`config.mk`:
```
export PLATFORM = sky130hd
export DESIGN_NAME = mem_access_unit
export DESIGN_NICKNAME = d
export VERILOG_FILES = /design/src/rtl/mips_defs.sv /design/src/rtl/load_align.sv /design/src/rtl/mem_access_unit.sv
export SDC_FILE = /design/constraint.sdc
export NUM_CORES = 1
export LEC_CHECK = 0
export BUFFER_PORTS_ARGS = -buffer_cell sky130_fd_sc_hd__buf_2
export CAP_MARGIN = 20
export CORE_ASPECT_RATIO = 2
export CORE_MARGIN = 2
export CORE_UTILIZATION = 45
export CTS_CLUSTER_SIZE = 8
export DETAILED_ROUTE_END_ITERATION = 6
export PLACE_DENSITY = 0.71
export SYNTH_ARGS = -nofsm -noshare
export SYNTH_HDL_FRONTEND = slang
export SYNTH_SLANG_ARGS = --single-unit
```
`constraint.sdc`:
```
create_clock -name clk -period 2 [get_ports clk]
set_input_delay 0.4 -clock clk [delete_from_list [all_inputs] [get_ports clk]]
set_output_delay 0.4 -clock clk [all_outputs]
set_load 0.05 [all_outputs]
```
`src/rtl/mips_defs.sv`:
```
// Shared MIPS pipeline definitions: memory ALU op codes, MEM-stage FSM states
// and the lane/alignment helpers used when issuing data bus transactions.
package mips_defs;

  localparam logic [7:0] ALUOP_BUBBLE = 8'h11;
  localparam logic [7:0] ALUOP_LB     = 8'h90;
  localparam logic [7:0] ALUOP_LBU    = 8'h91;
  localparam logic [7:0] ALUOP_LH     = 8'h92;
  localparam logic [7:0] ALUOP_LHU    = 8'h93;
  localparam logic [7:0] ALUOP_LW     = 8'h94;
  localparam logic [7:0] ALUOP_SB     = 8'h98;
  localparam logic [7:0] ALUOP_SH     = 8'h99;
  localparam logic [7:0] ALUOP_SW     = 8'h9A;

  localparam int unsigned TIMEOUT = 255;

  typedef enum logic [1:0] {
    IDLE = 2'd0,
    BUSY = 2'd1,
    DONE = 2'd2
  } mem_state_t;

  function automatic logic is_load(input logic [7:0] op);
    return op inside {ALUOP_LB, ALUOP_LBU, ALUOP_LH, ALUOP_LHU, ALUOP_LW};
  endfunction

  function automatic logic is_store(input logic [7:0] op);
    return op inside {ALUOP_SB, ALUOP_SH, ALUOP_SW};
  endfunction

  function automatic logic misaligned(input logic [7:0] op, input logic [1:0] addr_lo);
    case (op)
      ALUOP_LH, ALUOP_LHU, ALUOP_SH: return addr_lo[0];
      ALUOP_LW, ALUOP_SW:            return |addr_lo;
      default:                       return 1'b0;
    endcase
  endfunction

  // Little-endian lane enables: byte 0 lives in bits [7:0].
  function automatic logic [3:0] byte_enable(input logic [7:0] op, input logic [1:0] addr_lo);
    case (op)
      ALUOP_LB, ALUOP_LBU, ALUOP_SB: return 4'b0001 << addr_lo;
      ALUOP_LH, ALUOP_LHU, ALUOP_SH: return addr_lo[1] ? 4'b1100 : 4'b0011;
      default:                       return 4'b1111;
    endcase
  endfunction

  function automatic logic [31:0] store_data(input logic [7:0] op, input logic [31:0] din);
    case (op)
      ALUOP_SB: return {4{din[7:0]}};
      ALUOP_SH: return {2{din[15:0]}};
      default:  return din;
    endcase
  endfunction

endpackage

```
`src/rtl/load_align.sv`:
```
// Picks the addressed byte/halfword out of a bus read word and extends it
// to 32 bits according to the load op.
module load_align
  import mips_defs::*;
(
  input  logic [7:0]  op,
  input  logic [1:0]  addr,
  input  logic [31:0] rdata,
  output logic [31:0] data
);

  logic [7:0]  w_byte;
  logic [15:0] w_half;

  // NOTE: every output of a combinational block gets a value on every path,
  // otherwise synthesis infers a latch.
  always_comb begin
    w_byte = rdata[{addr, 3'b000} +: 8];
    w_half = addr[1] ? rdata[31:16] : rdata[15:0];
    case (op)
      ALUOP_LB:  data = {{24{w_byte[7]}}, w_byte};
      ALUOP_LBU: data = {24'h0, w_byte};
      ALUOP_LH:  data = {{16{w_half[15]}}, w_half};
      ALUOP_LHU: data = {16'h0, w_half};
      default:   data = rdata;
    endcase
  end

endmodule

```
`src/rtl/mem_access_unit.sv`:
```
// MEM stage: issues loads/stores on the data bus, stalls upstream while a
// transaction is outstanding, and registers the MEM/WB fields.
module mem_access_unit
  import mips_defs::*;
(
  input  logic        clk,
  input  logic        rst_n,
  input  logic [7:0]  mem_aluop,
  input  logic [4:0]  mem_wa,
  input  logic        mem_wreg,
  input  logic        mem_mreg,
  input  logic        mem_whilo,
  input  logic [63:0] mem_hilo,
  input  logic [31:0] mem_wd,
  input  logic [31:0] mem_din,
  output logic        dbus_req,
  output logic        dbus_we,
  output logic [31:0] dbus_addr,
  output logic [3:0]  dbus_be,
  output logic [31:0] dbus_wdata,
  input  logic        dbus_ack,
  input  logic [31:0] dbus_rdata,
  output logic [4:0]  wb_wa,
  output logic        wb_wreg,
  output logic [31:0] wb_wd,
  output logic        wb_whilo,
  output logic [63:0] wb_hilo,
  output logic        stall_req,
  output logic        addr_err,
  output logic        bus_err
);

  mem_state_t  r_state;
  logic [7:0]  r_cnt;
  logic [7:0]  r_op;
  logic [1:0]  r_addr_lo;
  logic [31:0] r_wd;
  logic [31:0] r_rdata;
  logic [4:0]  r_wa;
  logic        r_wreg;
  logic        r_whilo;
  logic [63:0] r_hilo;
  logic        r_timeout;

  logic        r_dbus_req;
  logic        r_dbus_we;
  logic [31:0] r_dbus_addr;
  logic [3:0]  r_dbus_be;
  logic [31:0] r_dbus_wdata;

  logic [4:0]  r_wb_wa;
  logic        r_wb_wreg;
  logic [31:0] r_wb_wd;
  logic        r_wb_whilo;
  logic [63:0] r_wb_hilo;
  logic        r_addr_err;
  logic        r_bus_err;

  logic        w_is_mem;
  logic        w_misaligned;
  logic        w_issue;
  logic [31:0] w_load_data;
  logic        w_unused;

  // The load/store decision comes from the op code alone; mem_mreg is redundant here.
  assign w_unused     = mem_mreg;
  assign w_is_mem     = is_load(mem_aluop) | is_store(mem_aluop);
  assign w_misaligned = misaligned(mem_aluop, mem_wd[1:0]);
  assign w_issue      = (r_state == IDLE) & w_is_mem & ~w_misaligned;
  assign stall_req    = rst_n & (w_issue | (r_state == BUSY));

  load_align u_load_align (
    .op    (r_op),
    .addr  (r_addr_lo),
    .rdata (r_rdata),
    .data  (w_load_data)
  );

  // NOTE: sequential state uses non-blocking assignments so every register
  // samples the pre-edge values; the reset is asynchronous and clears all state.
  always_ff @(posedge clk or negedge rst_n) begin
    if (!rst_n) begin
      r_state      <= IDLE;
      r_cnt        <= 8'd0;
      r_op         <= 8'd0;
      r_addr_lo    <= 2'd0;
      r_wd         <= 32'd0;
      r_rdata      <= 32'd0;
      r_wa         <= 5'd0;
      r_wreg       <= 1'b0;
      r_whilo      <= 1'b0;
      r_hilo       <= 64'd0;
      r_timeout    <= 1'b0;
      r_dbus_req   <= 1'b0;
      r_dbus_we    <= 1'b0;
      r_dbus_addr  <= 32'd0;
      r_dbus_be    <= 4'd0;
      r_dbus_wdata <= 32'd0;
      r_wb_wa      <= 5'd0;
      r_wb_wreg    <= 1'b0;
      r_wb_wd      <= 32'd0;
      r_wb_whilo   <= 1'b0;
      r_wb_hilo    <= 64'd0;
      r_addr_err   <= 1'b0;
      r_bus_err    <= 1'b0;
    end else begin
      r_addr_err <= 1'b0;
      r_bus_err  <= 1'b0;
      case (r_state)
        IDLE: begin
          r_wb_wa   <= mem_wa;
          r_wb_wd   <= mem_wd;
          r_wb_hilo <= mem_hilo;
          if (w_is_mem) begin
            // Memory ops never write back on this edge: either they are
            // issued (result arrives after DONE) or they fault.
            r_wb_wreg  <= 1'b0;
            r_wb_whilo <= 1'b0;
            if (w_misaligned) begin
              r_addr_err <= 1'b1;
            end else begin
              r_state      <= BUSY;
              r_cnt        <= 8'd0;
              r_timeout    <= 1'b0;
              r_op         <= mem_aluop;
              r_addr_lo    <= mem_wd[1:0];
              r_wd         <= mem_wd;
              r_wa         <= mem_wa;
              r_wreg       <= mem_wreg;
              r_whilo      <= mem_whilo;
              r_hilo       <= mem_hilo;
              r_dbus_req   <= 1'b1;
              r_dbus_we    <= is_store(mem_aluop);
              r_dbus_addr  <= {mem_wd[31:2], 2'b00};
              r_dbus_be    <= byte_enable(mem_aluop, mem_wd[1:0]);
              r_dbus_wdata <= is_store(mem_aluop) ? store_data(mem_aluop, mem_din) : 32'd0;
            end
          end else begin
            r_wb_wreg  <= mem_wreg;
            r_wb_whilo <= mem_whilo;
          end
        end

        BUSY: begin
          if (dbus_ack || (r_cnt == 8'(TIMEOUT - 1))) begin
            r_state      <= DONE;
            r_dbus_req   <= 1'b0;
            r_dbus_we    <= 1'b0;
            r_dbus_addr  <= 32'd0;
            r_dbus_be    <= 4'd0;
            r_dbus_wdata <= 32'd0;
            if (dbus_ack) begin
              r_rdata <= dbus_rdata;
            end else begin
              r_timeout <= 1'b1;
              r_bus_err <= 1'b1;
            end
          end else begin
            r_cnt <= r_cnt + 8'd1;
          end
        end

        DONE: begin
          r_wb_wa    <= r_wa;
          r_wb_wd    <= is_load(r_op) ? w_load_data : r_wd;
          r_wb_hilo  <= r_hilo;
          r_wb_wreg  <= r_wreg & ~r_timeout;
          r_wb_whilo <= r_whilo & ~r_timeout;
          r_cnt      <= 8'd0;
          r_state    <= IDLE;
        end

        default: r_state <= IDLE;
      endcase
    end
  end

  assign dbus_req   = r_dbus_req;
  assign dbus_we    = r_dbus_we;
  assign dbus_addr  = r_dbus_addr;
  assign dbus_be    = r_dbus_be;
  assign dbus_wdata = r_dbus_wdata;
  assign wb_wa      = r_wb_wa;
  assign wb_wreg    = r_wb_wreg;
  assign wb_wd      = r_wb_wd;
  assign wb_whilo   = r_wb_whilo;
  assign wb_hilo    = r_wb_hilo;
  assign addr_err   = r_addr_err;
  assign bus_err    = r_bus_err;

endmodule

```
Yosys cells after proc, flatten, opt, wreduce, memory -nomap -nowiden
Index checks and enable logic that the tools add are counted.
- flip-flop bits (word level): 331
- input bits: 179
- word-level logic and storage cells: 126
- add/subtract/negate cells: 1
- equality and inequality tests: 21
- shift operators: 2
- muxes and demuxes: 52
- bitwise gates (word level): 9
- reduce and logical (&&, ||, !) cells: 18
- operator list (kind ; count):
    $pmux W32 S2 ; 4
    $mux W32 ; 7
    $pmux W32 S4 ; 1
    $pmux W64 S2 ; 1
    $eq A8 B8 Y1 const B ; 14
    $shiftx A32 B6 Y8 ; 1
    $mux W8 ; 3
    $pmux W8 S3 ; 1
    $mux W1 ; 17
    $mux W16 ; 1
    $mux W4 ; 4
    $pmux W4 S2 ; 2
    $pmux W1 S2 ; 6
    $pmux W5 S2 ; 1
    $reduce_bool A5 Y1 ; 2
    $reduce_and A3 Y1 ; 3
    $add A8 B1 Y8 const B ; 1
    $ne A2 B2 Y1 const B ; 4
    $reduce_and A4 Y1 ; 2
    $mux W2 ; 3
    $reduce_bool A3 Y1 ; 2
    $reduce_or A3 Y1 ; 2
    $and A1 B1 Y1 ; 5
    $reduce_and A5 Y1 ; 1
    11 further kinds ; 15

Logic depth before layout (Yosys ltp)
- depth in word-level cells: 7
- gate-level depth with buffers: 9
- gate-level depth less buffers: 7

Hierarchy
A second synthesis with hierarchy kept.
- cell total of the unflattened synthesis: 1516
- area total of the unflattened synthesis: 14874.3 sq um
- modules (own cells, without submodules) (module ; instances ; cells each ; area an instance (sq um) ; sequential area each (sq um)):
    mem_access_unit ; 1 ; 1416 ; 14177.3 ; 8182.8
    load_align ; 1 ; 100 ; 696.9 ; 0.0

Worst setup path before layout
Ideal clock, no wire load.
- path kind: input-to-output
- start point: input mem_aluop[0]
- end point: output stall_req
- arrival time: 1.879 ns
- path slack: -0.279 ns
- cell stages on the path: 7
- buffers on the path: 3
- path through: buf_2 > and2_1 > o31ai_2 > and4_1 > buf_2 > buf_2 > o21a_1
- cells in the longest elaborated chain, start to end: 7
- elaborated cells between the ends (all ways): 19
- classes of those cells: 8 x eq/ne; 1 x mux; 6 x bitwise; 4 x reduce/logical
- ends and longest elaborated chain (item ; line ; RTL):
    start, declared ; mem_access_unit.sv:8 ; input logic [7:0] mem_aluop,
    $eq A8 B8 Y1, on equally long branches ; mips_defs.sv:24, mips_defs.sv:32, mips_defs.sv:28 ;
    $reduce_bool A5 Y1, or another cell as far along ; mips_defs.sv:24 ; return op inside {ALUOP_LB, ALUOP_LBU, ALUOP_LH, ALUOP_LHU, ALUOP_LW};
    $or A1 B1 Y1 or $pmux W1 S2 (tied branches) ; mem_access_unit.sv:67, mips_defs.sv:32 ;
    $and A1 B1 Y1 or $not A1 Y1 (tied branches) ; -- ;
    $and A1 B1 Y1 (*) ; mem_access_unit.sv:69 ; assign w_issue = (r_state == IDLE) & w_is_mem & ~w_misaligned;
    $or A1 B1 Y1 (*) ; mem_access_unit.sv:70 ; assign stall_req = rst_n & (w_issue | (r_state == BUSY));
    $and A1 B1 Y1 (*) ; mem_access_unit.sv:70 ;
    end, declared ; mem_access_unit.sv:28 ; output logic stall_req,
Every way passes the cells marked *; elsewhere a longest branch is shown, timed or not.

Final worst setup path
- start point: register r_state[0]
- end point: output stall_req
- cells in the longest elaborated chain, start to end: 5
- elaborated cells between the ends (all ways): 6
- classes of those cells: 1 x eq/ne; 4 x bitwise; 1 x reduce/logical
- ends and longest elaborated chain (item ; line ; RTL):
    start, declared ; mem_access_unit.sv:33 ; mem_state_t r_state;
    start signal, assigned ; mem_access_unit.sv:83 ; r_state <= IDLE;
    start signal, assigned ; mem_access_unit.sv:122 ; r_state <= BUSY;
    start signal, assigned ; mem_access_unit.sv:146 ; r_state <= DONE;
    $logic_not A2 Y1 ; mem_access_unit.sv:69 ;
    $and A1 B1 Y1 (2 in series) ; mem_access_unit.sv:69 ;
    $or A1 B1 Y1 (*) ; mem_access_unit.sv:70 ;
    $and A1 B1 Y1 (*) ; mem_access_unit.sv:70 ;
Marked as above.

==> out/results.env <==
RUN_STATUS='finished, violations left'
VIOLATIONS='setup timing'
POWER.NET_SWITCHING_mW=6.42
RSZ0062_AT_GRT='true'
POWER_SWITCHING_SHARE=0.326
DETAIL_ROUTE.WIRELENGTH_UM=42500
PLACE_CONGESTION=0.888
SYNTH_TOP_FAMILY_BY_AREA='simple AND/OR/NAND/NOR gates'
POWER.SEQUENTIAL.FRACTION=0.424
PLACEABLECOREAREA_MM2=0.0320
ENDPOINT_KIND='output pin'
FP-ROW-COUNT=93
CLK_PATH_BUF_DEPTH=3
POWER.SHARE.CLOCK=0.346
PATH_MAX_FANOUT=4
MOSTFREQUENTLAYOUTCELL='nand2_1'
TIMING.HOLD.WORST.CLASS='input port to register'
FLOORPLAN.INITIALDENSITY=0.455
PLACEMENT.SETUP.WORST_SLACK_NS=-0.115
NETS=1969
SYNTH.AVG_CELL_AREA_UM2=10.3
CLK-INSERTION-DELAY-LATE_NS=0.54
SYNTH.AREA.MUX_SHARE=0.107
ARRIVAL_TIME_AT_THE_WORST_ENDPOINT_NS=1.78
CRITPATHKIND='register to output pin'
POST_ROUTE_INSTS_NO_FILL=2226
HPWLAFTERDP_UM=29100
YOSYSSEQAREASHARE=0.563
TRACK_USAGE=0.247
IR_WORST_VDD_uV=815
WORST_CLOCK_SKEW_NS=0.0137
MAXCAPVIOLATIONS=0
REPORT.FINAL.HOLD_VIOL_COUNT=0
FIRST_ITER_VIOLATIONS=556
SYNTH_CELL_TYPE_COUNT=69
WORST_SETUP_HOLD_PATH_CLK_SLEW_NS=0.05
CTS-HTREE-LEVELS=2
SETUP_TNS_NS=-0.179
MAXCLOCKFREQUENCY_GHz=0.459
NUMPLACEDINSTANCES=2155
DRT_DRC=0
DIE_HEIGHT_UM=258
SYNTH_ASYNC_SR_FLOP_SHARE=1.00
TIMING.SLEW.HEADROOM=0.416
SYNTH_ENABLE_FLOP_CELLS=0
VIAS=12000
MIN_PERIOD_NS=2.18
WL_PER_CELL_UM=19.1
NUMPORTBUFFERS=351
FIN_UTIL=0.579
LAYOUT_COMMON_CELLS='nand2_1, buf_2, dfrtp_1'
SYNTH-SIMPLE-AREA-SHARE=0.155
YOSYS.AREA_SHARE.XOR_XNOR=0
AVGVIACOUNTPERCELL=5.39
FRACTION_OF_MET3_TRACKS_USED_BY_GLOBAL_ROUTING=0.0327
FIRST_PASS_ITERS=7
POWER.STATIC_LEAKAGE_nW=8.98
LAYOUT-DRIVE-GT1-SHARE=0.309
WIRE_LENGTH_OF_THE_FIRST_GLOBAL_ROUTING_PASS_UM=67400
CTS_NUM_SINKS=327
YS_DOMINANT_REG_CELL='dfrtp_1'
CTS_MADE_BUFFERS=46
DPL-INSTANCE-AREA_MM2=0.0171
ADDER_CELL_AREA_SHARE_OF_THE_YOSYS_NETLIST=0.00172
POSTSYNTHCELLCOUNT=1415
GRT_START_MAX_NET_PINS=156
ANTENNA_VIOLATING_NETS_POST_ROUTE=0
FLOORPLAN.IO_PINS=355
REGTOREGENDPOINT='wb_wd[0]'
R2R_START='r_op[5]'
SYNTHESIS.AREA_MM2=0.0145
FINAL_MAX_SLEW_VIOL_COUNT=0
MIN_DELAY_PATH_DEPTH=3
WORSTPATHREQUIRED_NS=1.60
CRITPATHLAUNCHTYPE='register'
SYNTHESIS.YOSYS.WARNINGS=0
POSTLAYOUTCELLAREA_MM2=0.0185
POSTLAYOUTSETUPSLACKWORST_NS=-0.179
HOLD_PATH_STARTPOINT='mem_hilo[1]'
ROOT_BUFFER='clkbuf_16'
SYNTH_COMPOUND_AREA_FRAC=0.136
POWER.DENSITY_mW_PER_MM2=1060
GRT_PASS1_VIAS=12500
MAX_SLEW.WORST_PIN.SLEW_NS=0.876
POWER.COMBINATIONAL.FRACTION=0.230
FP.DIEAREA_MM2=0.0339
R2R_SETUP_SLACK_NS=0.09
AREA_GROWTH_PCT=27.3
SETUP_VIOL=1
FP.DIEW_UM=131
GLOBAL_ROUTE.USAGE.MET2=0.453
GR-USAGE-MET1=0.273
CELLINTERNALPOWER_mW=13.2
BUSIEST_LAYER='met2'
TIMING.REG2REG.WORST_PATH_DEPTH=6
YS_SEQ_ELEMENTS=327
GR-TOTAL-OVERFLOW=0
GRT_ANTENNA_BEFORE_REPAIR=8
LAYOUT_WORST_PATH_CYCLE_SHARE=1.09
TRITONCTS='yes'
MIN_TO='r_hilo[1]'
Yosys cell counts (all sizes together), types with 11 or more instances:
| cell | number | area (µm²) |
|---|---|---|
| nand2 | 405 | 1520 |
| dfrtp | 327 | 8180 |
| o21ai | 145 | 733 |
| mux2i | 97 | 971 |
| clkbuf | 54 | 206 |
| buf | 52 | 293 |
| a21oi | 48 | 240 |
| mux2 | 42 | 473 |
| a22o | 39 | 342 |
| nor3b | 31 | 233 |
| o2bb2ai | 26 | 228 |
| nor3 | 15 | 96.4 |
| nand3 | 11 | 55.1 |
worst max-delay path, cell delays in order, from the launching register on:
cell and delay (ns):
dfrtp_4 0.51, nor3_4 0.19, and4_4 0.25, o21a_4 0.15, buf_12 0.13
registers in the layout, indices dropped and copies added (netlist names):
name        flops
r_wa            5
bus_err         1
r_whilo         1
r_wd           31
dbus_wdata     32
wb_wd          32
addr_err        1
dbus_be         4
r_rdata        32
r_wreg          1
dbus_addr      30
r_state         2
r_hilo         64
r_op            8
wb_whilo        1
dbus_we         1
r_timeout       1
wb_wreg         1
wb_wa           5
dbus_req        1
r_cnt           8
wb_hilo        64
r_addr_lo       1
power by group through the flow:
stage | Sequential [mW] | Combinational, mW | Clock (mW)
CTS | 8.31 | 4.52 | 7.00
global route | 8.45 | 4.85 | 7.27
floorplan | 9.76 | 1.54 | 0
detailed placement | 8.40 | 4.48 | 0
global placement | 8.35 | 4.38 | 0
finish | 8.33 | 4.53 | 6.81
worst max-delay path by stage:
| stage | start | slack [ns] | cells after the start | to |
|---|---|---|---|---|
| after floorplan | mem_aluop[0] | 0.02 | 7 | stall_req |
| after global placement | mem_aluop[6] | -0.06 | 7 | dbus_wdata[5] |
| after detailed placement | mem_aluop[6] | -0.12 | 7 | dbus_wdata[4] |
| after CTS | r_state[0] | -0.26 | 4 | stall_req |
| after global routing | r_state[0] | -0.23 | 4 | stall_req |
| final | r_state[0] | -0.18 | 4 | stall_req |
timing repair:
item,4_1_cts,5_1_grt
gates cloned,0,3
setup endpoints to repair,2,109
hold buffers,2,0
endpoints found under the hold margin,49,0
gates resized for setup,5,13
setup buffers,5,2
pin swaps,1,3
metrics by stage:
stage	hold WS, ns	total power [mW]
final	0.0745	19.7
after global routing	0.0669	20.6
after CTS	0.0485	19.8
after detailed placement	0.256	12.9
after global placement	0.255	12.7
after floorplan	0.104	11.3
area by class of cell:
type	count	area, µm²
Tap cell	427	534
Clock buffer	50	1190
Timing Repair Buffer	430	2650
Inverter	10	37.5
Antenna cell	8	20.0
Clock inverter	1	8.76
Sequential cell	327	8190
Multi-Input combinational cell	973	5890
Fill cell	2773	13500
cell families (layout without fill, tap and decap cells):
| logic type | Yosys count | count (layout) |
|---|---|---|
| flip-flops | 327 | 327 |
| adder cells (fa/ha/maj) | 2 | 2 |
| buffers and inverters | 116 | 491 |
| AND/OR/NAND/NOR | 515 | 515 |
| other | 1 | 10 |
| AO/OA/AOI/OAI | 310 | 310 |
| multiplexers | 144 | 144 |
routing by layer:
metal	wire (µm)	up-vias
met2	22700	403
li1	-	5618
met4	2490	0
met1	15500	5838
met5	0	-
met3	1840	136
Power figures use the tool's default switching activity.
